===== src/rtl/module_svf_multi.sv =====
// Time-multiplexed Chamberlin state-variable filter: NCH channels share one multiplier,
// per-channel mode/cutoff/damping set over MIDI CC and slewed once per frame.
`ifndef MIDI_CMD_SIZE
`define MIDI_CMD_SIZE 4
`endif
`ifndef MIDI_CMD_CC
`define MIDI_CMD_CC 4'hB
`endif

module module_svf_multi #(
  parameter int         DATA_W       = 18,
  parameter int         NCH          = 2,
  parameter logic [3:0] MIDI_CHANNEL = 4'h0,
  parameter logic [6:0] F_CC_BASE    = 7'd16,
  parameter logic [6:0] Q_CC_BASE    = 7'd24,
  parameter logic [6:0] MODE_CC_BASE = 7'd32,
  parameter int         SLEW_STEP    = 256,
  parameter int         Q_MIN        = 64
) (
  input  logic                      clk,
  input  logic                      reset,
  input  logic                      midi_rdy,
  input  logic [`MIDI_CMD_SIZE-1:0] midi_cmd,
  input  logic [3:0]                midi_ch_sysn,
  input  logic [6:0]                midi_data0,
  input  logic [6:0]                midi_data1,
  input  logic                      sample_in_rdy,
  input  logic [NCH*DATA_W-1:0]     sample_in,
  output logic                      sample_out_rdy,
  output logic [NCH*DATA_W-1:0]     sample_out,
  output logic                      busy,
  output logic                      err_overflow
);

  // Strobes: sample_in_rdy is a one-cycle valid taken only while idle (busy=0), a frame
  // offered while busy is dropped; sample_out_rdy is a one-cycle valid with no ready.
  localparam int SW = DATA_W + 2;
  localparam int PW = 2 * DATA_W + 1;
  localparam int CW = (NCH > 1) ? $clog2(NCH) : 1;
  localparam logic [CW-1:0] LAST_CH = CW'(NCH - 1);

  typedef logic signed [DATA_W-1:0] smp_t;
  typedef logic [DATA_W-1:0]        coef_t;
  typedef enum logic [2:0] {IDLE, LOAD, MUL_LP, MUL_Q, MUL_BP, WB, DONE} state_t;

  localparam coef_t STEP    = coef_t'(SLEW_STEP);
  localparam coef_t Q_MIN_C = coef_t'(Q_MIN);
  localparam logic signed [SW-1:0] S_MAX = {3'b000, {(DATA_W-1){1'b1}}};
  localparam logic signed [SW-1:0] S_MIN = {3'b111, {(DATA_W-1){1'b0}}};

  state_t        state;
  logic [CW-1:0] ch;
  smp_t          x_lat    [NCH];
  smp_t          lp       [NCH];
  smp_t          bp       [NCH];
  smp_t          out_buf  [NCH];
  coef_t         f_tgt    [NCH];
  coef_t         f_act    [NCH];
  coef_t         q_tgt    [NCH];
  coef_t         q_act    [NCH];
  logic [1:0]    mode_tgt [NCH];
  logic [1:0]    mode_act [NCH];
  smp_t          lp_n, bp_n, hp;
  logic          ovf;

  function automatic logic signed [SW-1:0] ext(input smp_t v);
    return SW'(v);
  endfunction

  function automatic smp_t sat(input logic signed [SW-1:0] v);
    if (v > S_MAX) return S_MAX[DATA_W-1:0];
    if (v < S_MIN) return S_MIN[DATA_W-1:0];
    return v[DATA_W-1:0];
  endfunction

  function automatic coef_t slew(input coef_t act, input coef_t tgt);
    if (tgt > act) return (tgt - act > STEP) ? act + STEP : tgt;
    return (act - tgt > STEP) ? act - STEP : tgt;
  endfunction

  function automatic logic in_range(input logic [6:0] d, input logic [6:0] base);
    return ({1'b0, d} >= {1'b0, base}) && ({1'b0, d} < {1'b0, base} + 8'(NCH));
  endfunction

  // Shared multiplier: bp*f for MUL_LP, bp*q for MUL_Q, hp*f for MUL_BP.
  smp_t                  mul_a;
  coef_t                 mul_b;
  logic signed [PW-1:0]  a_ext, b_ext, prod;
  logic signed [SW-1:0]  prod_s, sum;
  smp_t                  sum_sat;
  logic                  sum_ovf;

  always_comb begin
    mul_a = bp[ch];
    mul_b = f_act[ch];
    if (state == MUL_Q) mul_b = q_act[ch];
    else if (state == MUL_BP) mul_a = hp;
  end

  assign a_ext  = PW'(mul_a);
  assign b_ext  = PW'($signed({1'b0, mul_b}));
  assign prod   = a_ext * b_ext;
  assign prod_s = SW'(prod >>> (DATA_W - 1));

  always_comb begin
    sum = '0;
    case (state)
      MUL_LP:  sum = ext(lp[ch]) + prod_s;
      MUL_Q:   sum = ext(x_lat[ch]) - ext(lp_n) - prod_s;
      MUL_BP:  sum = ext(bp[ch]) + prod_s;
      default: sum = ext(hp) + ext(lp_n);
    endcase
  end

  assign sum_sat = sat(sum);
  assign sum_ovf = (sum > S_MAX) || (sum < S_MIN);

  // MIDI CC decode: only targets move here, the running frame is untouched.
  logic  cc_ev, f_hit, q_hit, m_hit;
  coef_t f_val, q_raw, q_val;

  assign cc_ev = midi_rdy && (midi_cmd == `MIDI_CMD_CC) && (midi_ch_sysn == MIDI_CHANNEL);
  assign f_hit = in_range(midi_data0, F_CC_BASE);
  assign q_hit = in_range(midi_data0, Q_CC_BASE);
  assign m_hit = in_range(midi_data0, MODE_CC_BASE);
  assign f_val = coef_t'(midi_data1) << (DATA_W - 9);
  assign q_raw = coef_t'(midi_data1) << (DATA_W - 8);
  assign q_val = (q_raw < Q_MIN_C) ? Q_MIN_C : q_raw;

  always_ff @(posedge clk or negedge reset) begin
    if (!reset) begin
      for (int c = 0; c < NCH; c++) begin
        f_tgt[c]    <= '0;
        q_tgt[c]    <= Q_MIN_C;
        mode_tgt[c] <= 2'd0;
      end
    end else if (cc_ev) begin
      if (f_hit) f_tgt[CW'(midi_data0 - F_CC_BASE)] <= f_val;
      if (q_hit) q_tgt[CW'(midi_data0 - Q_CC_BASE)] <= q_val;
      if (m_hit) mode_tgt[CW'(midi_data0 - MODE_CC_BASE)] <= midi_data1[1:0];
    end
  end

  always_ff @(posedge clk or negedge reset) begin
    if (!reset) begin
      state          <= IDLE;
      ch             <= '0;
      lp_n           <= '0;
      bp_n           <= '0;
      hp             <= '0;
      ovf            <= 1'b0;
      busy           <= 1'b0;
      sample_out_rdy <= 1'b0;
      sample_out     <= '0;
      err_overflow   <= 1'b0;
      for (int c = 0; c < NCH; c++) begin
        x_lat[c]    <= '0;
        lp[c]       <= '0;
        bp[c]       <= '0;
        out_buf[c]  <= '0;
        f_act[c]    <= '0;
        q_act[c]    <= Q_MIN_C;
        mode_act[c] <= 2'd0;
      end
    end else begin
      sample_out_rdy <= 1'b0;
      case (state)
        IDLE: begin
          if (sample_in_rdy) begin
            for (int c = 0; c < NCH; c++) x_lat[c] <= sample_in[c*DATA_W +: DATA_W];
            busy  <= 1'b1;
            state <= LOAD;
          end
        end
        LOAD: begin
          for (int c = 0; c < NCH; c++) begin
            f_act[c]    <= slew(f_act[c], f_tgt[c]);
            q_act[c]    <= slew(q_act[c], q_tgt[c]);
            mode_act[c] <= mode_tgt[c];
          end
          ovf   <= 1'b0;
          ch    <= '0;
          state <= MUL_LP;
        end
        MUL_LP: begin
          lp_n  <= sum_sat;
          ovf   <= ovf | sum_ovf;
          state <= MUL_Q;
        end
        MUL_Q: begin
          hp    <= sum_sat;
          ovf   <= ovf | sum_ovf;
          state <= MUL_BP;
        end
        MUL_BP: begin
          bp_n  <= sum_sat;
          ovf   <= ovf | sum_ovf;
          state <= WB;
        end
        WB: begin
          lp[ch] <= lp_n;
          bp[ch] <= bp_n;
          case (mode_act[ch])
            2'd0: out_buf[ch] <= lp_n;
            2'd1: out_buf[ch] <= bp_n;
            2'd2: out_buf[ch] <= hp;
            default: begin
              out_buf[ch] <= sum_sat;
              ovf         <= ovf | sum_ovf;
            end
          endcase
          if (ch == LAST_CH) begin
            state <= DONE;
          end else begin
            ch    <= ch + CW'(1);
            state <= MUL_LP;
          end
        end
        DONE: begin
          for (int c = 0; c < NCH; c++) sample_out[c*DATA_W +: DATA_W] <= out_buf[c];
          err_overflow   <= ovf;
          sample_out_rdy <= 1'b1;
          busy           <= 1'b0;
          state          <= IDLE;
        end
        default: state <= IDLE;
      endcase
    end
  end

endmodule


===== config.mk =====
export PLATFORM = sky130hd
export DESIGN_NAME = module_svf_multi
export DESIGN_NICKNAME = d
export VERILOG_FILES = /design/src/rtl/module_svf_multi.sv
export SDC_FILE = /design/constraint.sdc
export NUM_CORES = 2
export LEC_CHECK = 0
export ABC_AREA = 1
export CELL_PAD_IN_SITES_DETAIL_PLACEMENT = 0
export CELL_PAD_IN_SITES_GLOBAL_PLACEMENT = 2
export CORE_MARGIN = 3
export CORE_UTILIZATION = 34
export CTS_CLUSTER_DIAMETER = 100
export DETAILED_ROUTE_END_ITERATION = 10
export PLACE_DENSITY = 0.83
export SLEW_MARGIN = 20
export SYNTH_ARGS = -nofsm -noshare
export SYNTH_HDL_FRONTEND = slang
export SYNTH_SLANG_ARGS = --single-unit

===== constraint.sdc =====
create_clock -name clk -period 10 [get_ports clk]
set_clock_uncertainty 0.2 [all_clocks]
set_input_delay 2 -clock clk [delete_from_list [all_inputs] [get_ports clk]]
set_output_delay 2 -clock clk [all_outputs]
set_load 0.03 [all_outputs]

==> out/metrics.yaml <==
final_layout_size_suffix_gt1_share_pct: 14.9
syn_area_um2: 33000
antenna_found_initial: 0
routed_via_density: 4.96
die_x_um: 318
r2r_start: "ch$_DFFE_PN0P_"
holdCritStartpoint: "sample_out[32]$_DFFE_PN0P_"
clkLatencyLatePin_ps: 610
antenna_left: 0
yosysWarnings: 0
async_flop_share_pct: 100
die_h_um: 318
cts_hold_buf: 0
drt_iter0_markers: 2026
maxCapViolCount: 0
dpl.hpwl_mm: 87.6
crit_slowest_cell: "fa_1"
hold_viol: 0
numCtsBuffers: 38
required_ps: 10240
drc: 0
critPathMaxStageDelay_ps: 550
syn_to_final_growth_pct: 22.2
postSynthRegisterBits: 322
fmax_mhz: 104
grt_pass1_wl_mm: 174
cp-start-kind: "flop"
clockBufferDepth: 3
grt_pass1_vias: 29800
ys.flop_type: "dfrtp_1"
hold_path.class: "flop to flop"
detail_route.wl_per_cell_um: 18.2
clkSinkCount: 322
antennaDiodeCount: 0
start_util_pct: 34.5
die_area_um2: 101000
regArea_um2: 8070
io_buffers: 100
synth_edf_count: 0
io_pins: 101
crit_arrival_ps: 9820
path_class: "flop to flop"
ys_seq_area_share_pct: 24.4
routed_wl_mm: 110
core_area_um2: 95600
finalCritPeriodShare_pct: 95.8
setup_ws_ps: 418
dpl_worst_slack_ps: -284
slew_headroom_pct: 24.9
placement_rows: 113
synth_cell_types: 67
grt_use_total_pct: 21.5
period_needed_ps: 9580
grt_max_degree: 80
worst_pin_slew_ps: 1130
vias: 30100
fillers: 9979
gr-total-overflow: 0
path_clk_slew_ps: 60
finalSetupViolCount: 0
startpoint: "ch$_DFFE_PN0P_"
layout.nets: 5361
multiInputGateArea_um2: 22800
place_congestion: 0.909
cts_tree: "yes"
crit_fanout: 10
outcome: "finished, final reports clean"
clock_tree.root_cell: "clkbuf_16"
htreeDepth: 2
endpoint_kind: "flop"
netlist_instances: 4340
slew_viol_final: 0
first_pass_iters: 6
syn_avg_cell_area_um2: 7.61
[routing by layer]
metal | part of all wire, % | GRT usage [%] | up-vias
met5 | 0 | 0 | -
met4 | 1.7 | 4.13 | 0
met3 | 4.2 | 1.54 | 93
met2 | 46 | 35.0 | 626
met1 | 48 | 31.7 | 14600
li1 | - | - | 14800
[synth_stat cells (16+ instances only)]
| cell type | number | share of area, % |
|---|---|---|
| o32a_1 | 35 | 1.1 |
| mux2_2 | 35 | 1.2 |
| o21ai_1 | 16 | 0.24 |
| fa_1 | 236 | 14 |
| nor3_1 | 34 | 0.52 |
| xor2_1 | 107 | 2.8 |
| o21ai_0 | 351 | 5.3 |
| inv_1 | 652 | 7.4 |
| clkinv_1 | 26 | 0.30 |
| nand2_2 | 21 | 0.40 |
| nand4_1 | 35 | 0.66 |
| xnor2_1 | 30 | 0.80 |
| a21oi_2 | 18 | 0.48 |
| clkbuf_1 | 127 | 1.4 |
| a31oi_1 | 25 | 0.47 |
| nand2_1 | 960 | 11 |
| dfrtp_1 | 318 | 24 |
| nand3_1 | 116 | 1.8 |
| a21oi_1 | 298 | 4.5 |
| o211ai_1 | 41 | 0.93 |
| o221ai_1 | 18 | 0.48 |
| ha_1 | 295 | 11 |
| nor2_1 | 370 | 4.2 |
[cells by family (layout without fill, tap and decap cells)]
kind of cell,count (synthesis),count (layout),synth area share [%]
AO/OA/AOI/OAI,875,875,15.2
buffers and inverters,829,1222,9.56
adder cells (fa/ha/maj),531,531,25.5
multiplexers,48,48,1.59
other,2,64,0.0227
flip-flops,322,322,24.4
XOR/XNOR,138,138,3.68
AND/OR/NAND/NOR,1595,1597,20.0
[registers in the layout (all words and copies together), names as in the netlist]
signal	flops
bp	36
lp	36
out_buf	36
sample_out	36
x_lat	36
q_act	22
f_act	20
bp_n	18
hp	18
lp_n	18
q_tgt	16
f_tgt	14
mode_act	4
mode_tgt	4
state	3
busy	1
ch	1
err_overflow	1
ovf	1
sample_out_rdy	1
[worst paths after layout]
check	cells after the start	end	slack, ps
min in group asynchronous	1	f_act[16]$_DFFE_PN0P_	1170
worst max-delay path	47	bp_n[8]$_DFFE_PN0P_	420
worst min register to register	2	sample_out[32]$_DFFE_PN0P_	270
worst min-delay path	2	sample_out[32]$_DFFE_PN0P_	270
max in group asynchronous	2	ch$_DFFE_PN0P_	6930
worst max register to register	47	bp_n[8]$_DFFE_PN0P_	420
[final cells by class]
type | instances | share of cell area (%)
Timing Repair Buffer | 473 | 9.93
Sequential cell | 322 | 20.0
Tap cell | 1265 | 3.92
Multi-Input combinational cell | 3253 | 56.5
Inverter | 680 | 6.38
Clock buffer | 49 | 2.68
Clock inverter | 20 | 0.629
[repair_timing]
item,4_1_cts,5_1_grt
pin swaps,1,75
buffers inserted,2,25
gates resized for setup,12,209
setup endpoints to repair,86,91
cloned,0,2
[metrics by stage]
stage	cell area [µm²]	hold slack, ps	setup TNS, ps	std cells	utilization, %
after floorplan	33200	242	0	4402	-
after global placement	38000	256	-15520	5964	39.8
after detailed placement	38000	259	-17860	5964	39.8
after CTS	39400	273	-41.1	6035	41.2
after global routing	40400	297	-616	6062	42.2
final	40400	269	0	6062	42.2
[critical path: cells and delay by family, from the launching register on]
kind / cells / cell delay (ps)
xor+xnor: 1 / 150
flops: 1 / 530
simple gates: 14 / 1280
compound gates: 8 / 1370
fa+ha+maj: 9 / 4230
buf+inv: 15 / 1670
[cell usage in the layout (no fill, tap or decap), types with 10 or more instances in the layout]
cell / n
buf_4: 347
mux2_2: 35
a31oi_1: 23
clkbuf_16: 39
nand2_1: 932
inv_1: 633
clkinv_1: 23
o32a_1: 35
conb_1: 64
clkdlybuf4s50_1: 99
a21oi_2: 25
xnor2_1: 27
dfrtp_1: 317
nor3_1: 31
inv_2: 18
nand3_1: 109
buf_6: 13
nor2_2: 30
o211ai_1: 41
a21oi_1: 290
nor4_1: 10
fa_1: 228
nand2_4: 13
nand2_2: 46
nand4_1: 35
o21ai_1: 35
mux2i_1: 12
ha_4: 11
o221ai_1: 17
ha_1: 280
xor2_1: 102
nor2_1: 336
nand3_2: 15
o21ai_0: 324
Power is not shown: default switching activity piles up to over one toggle a cycle in this logic, so the estimate is an artifact.
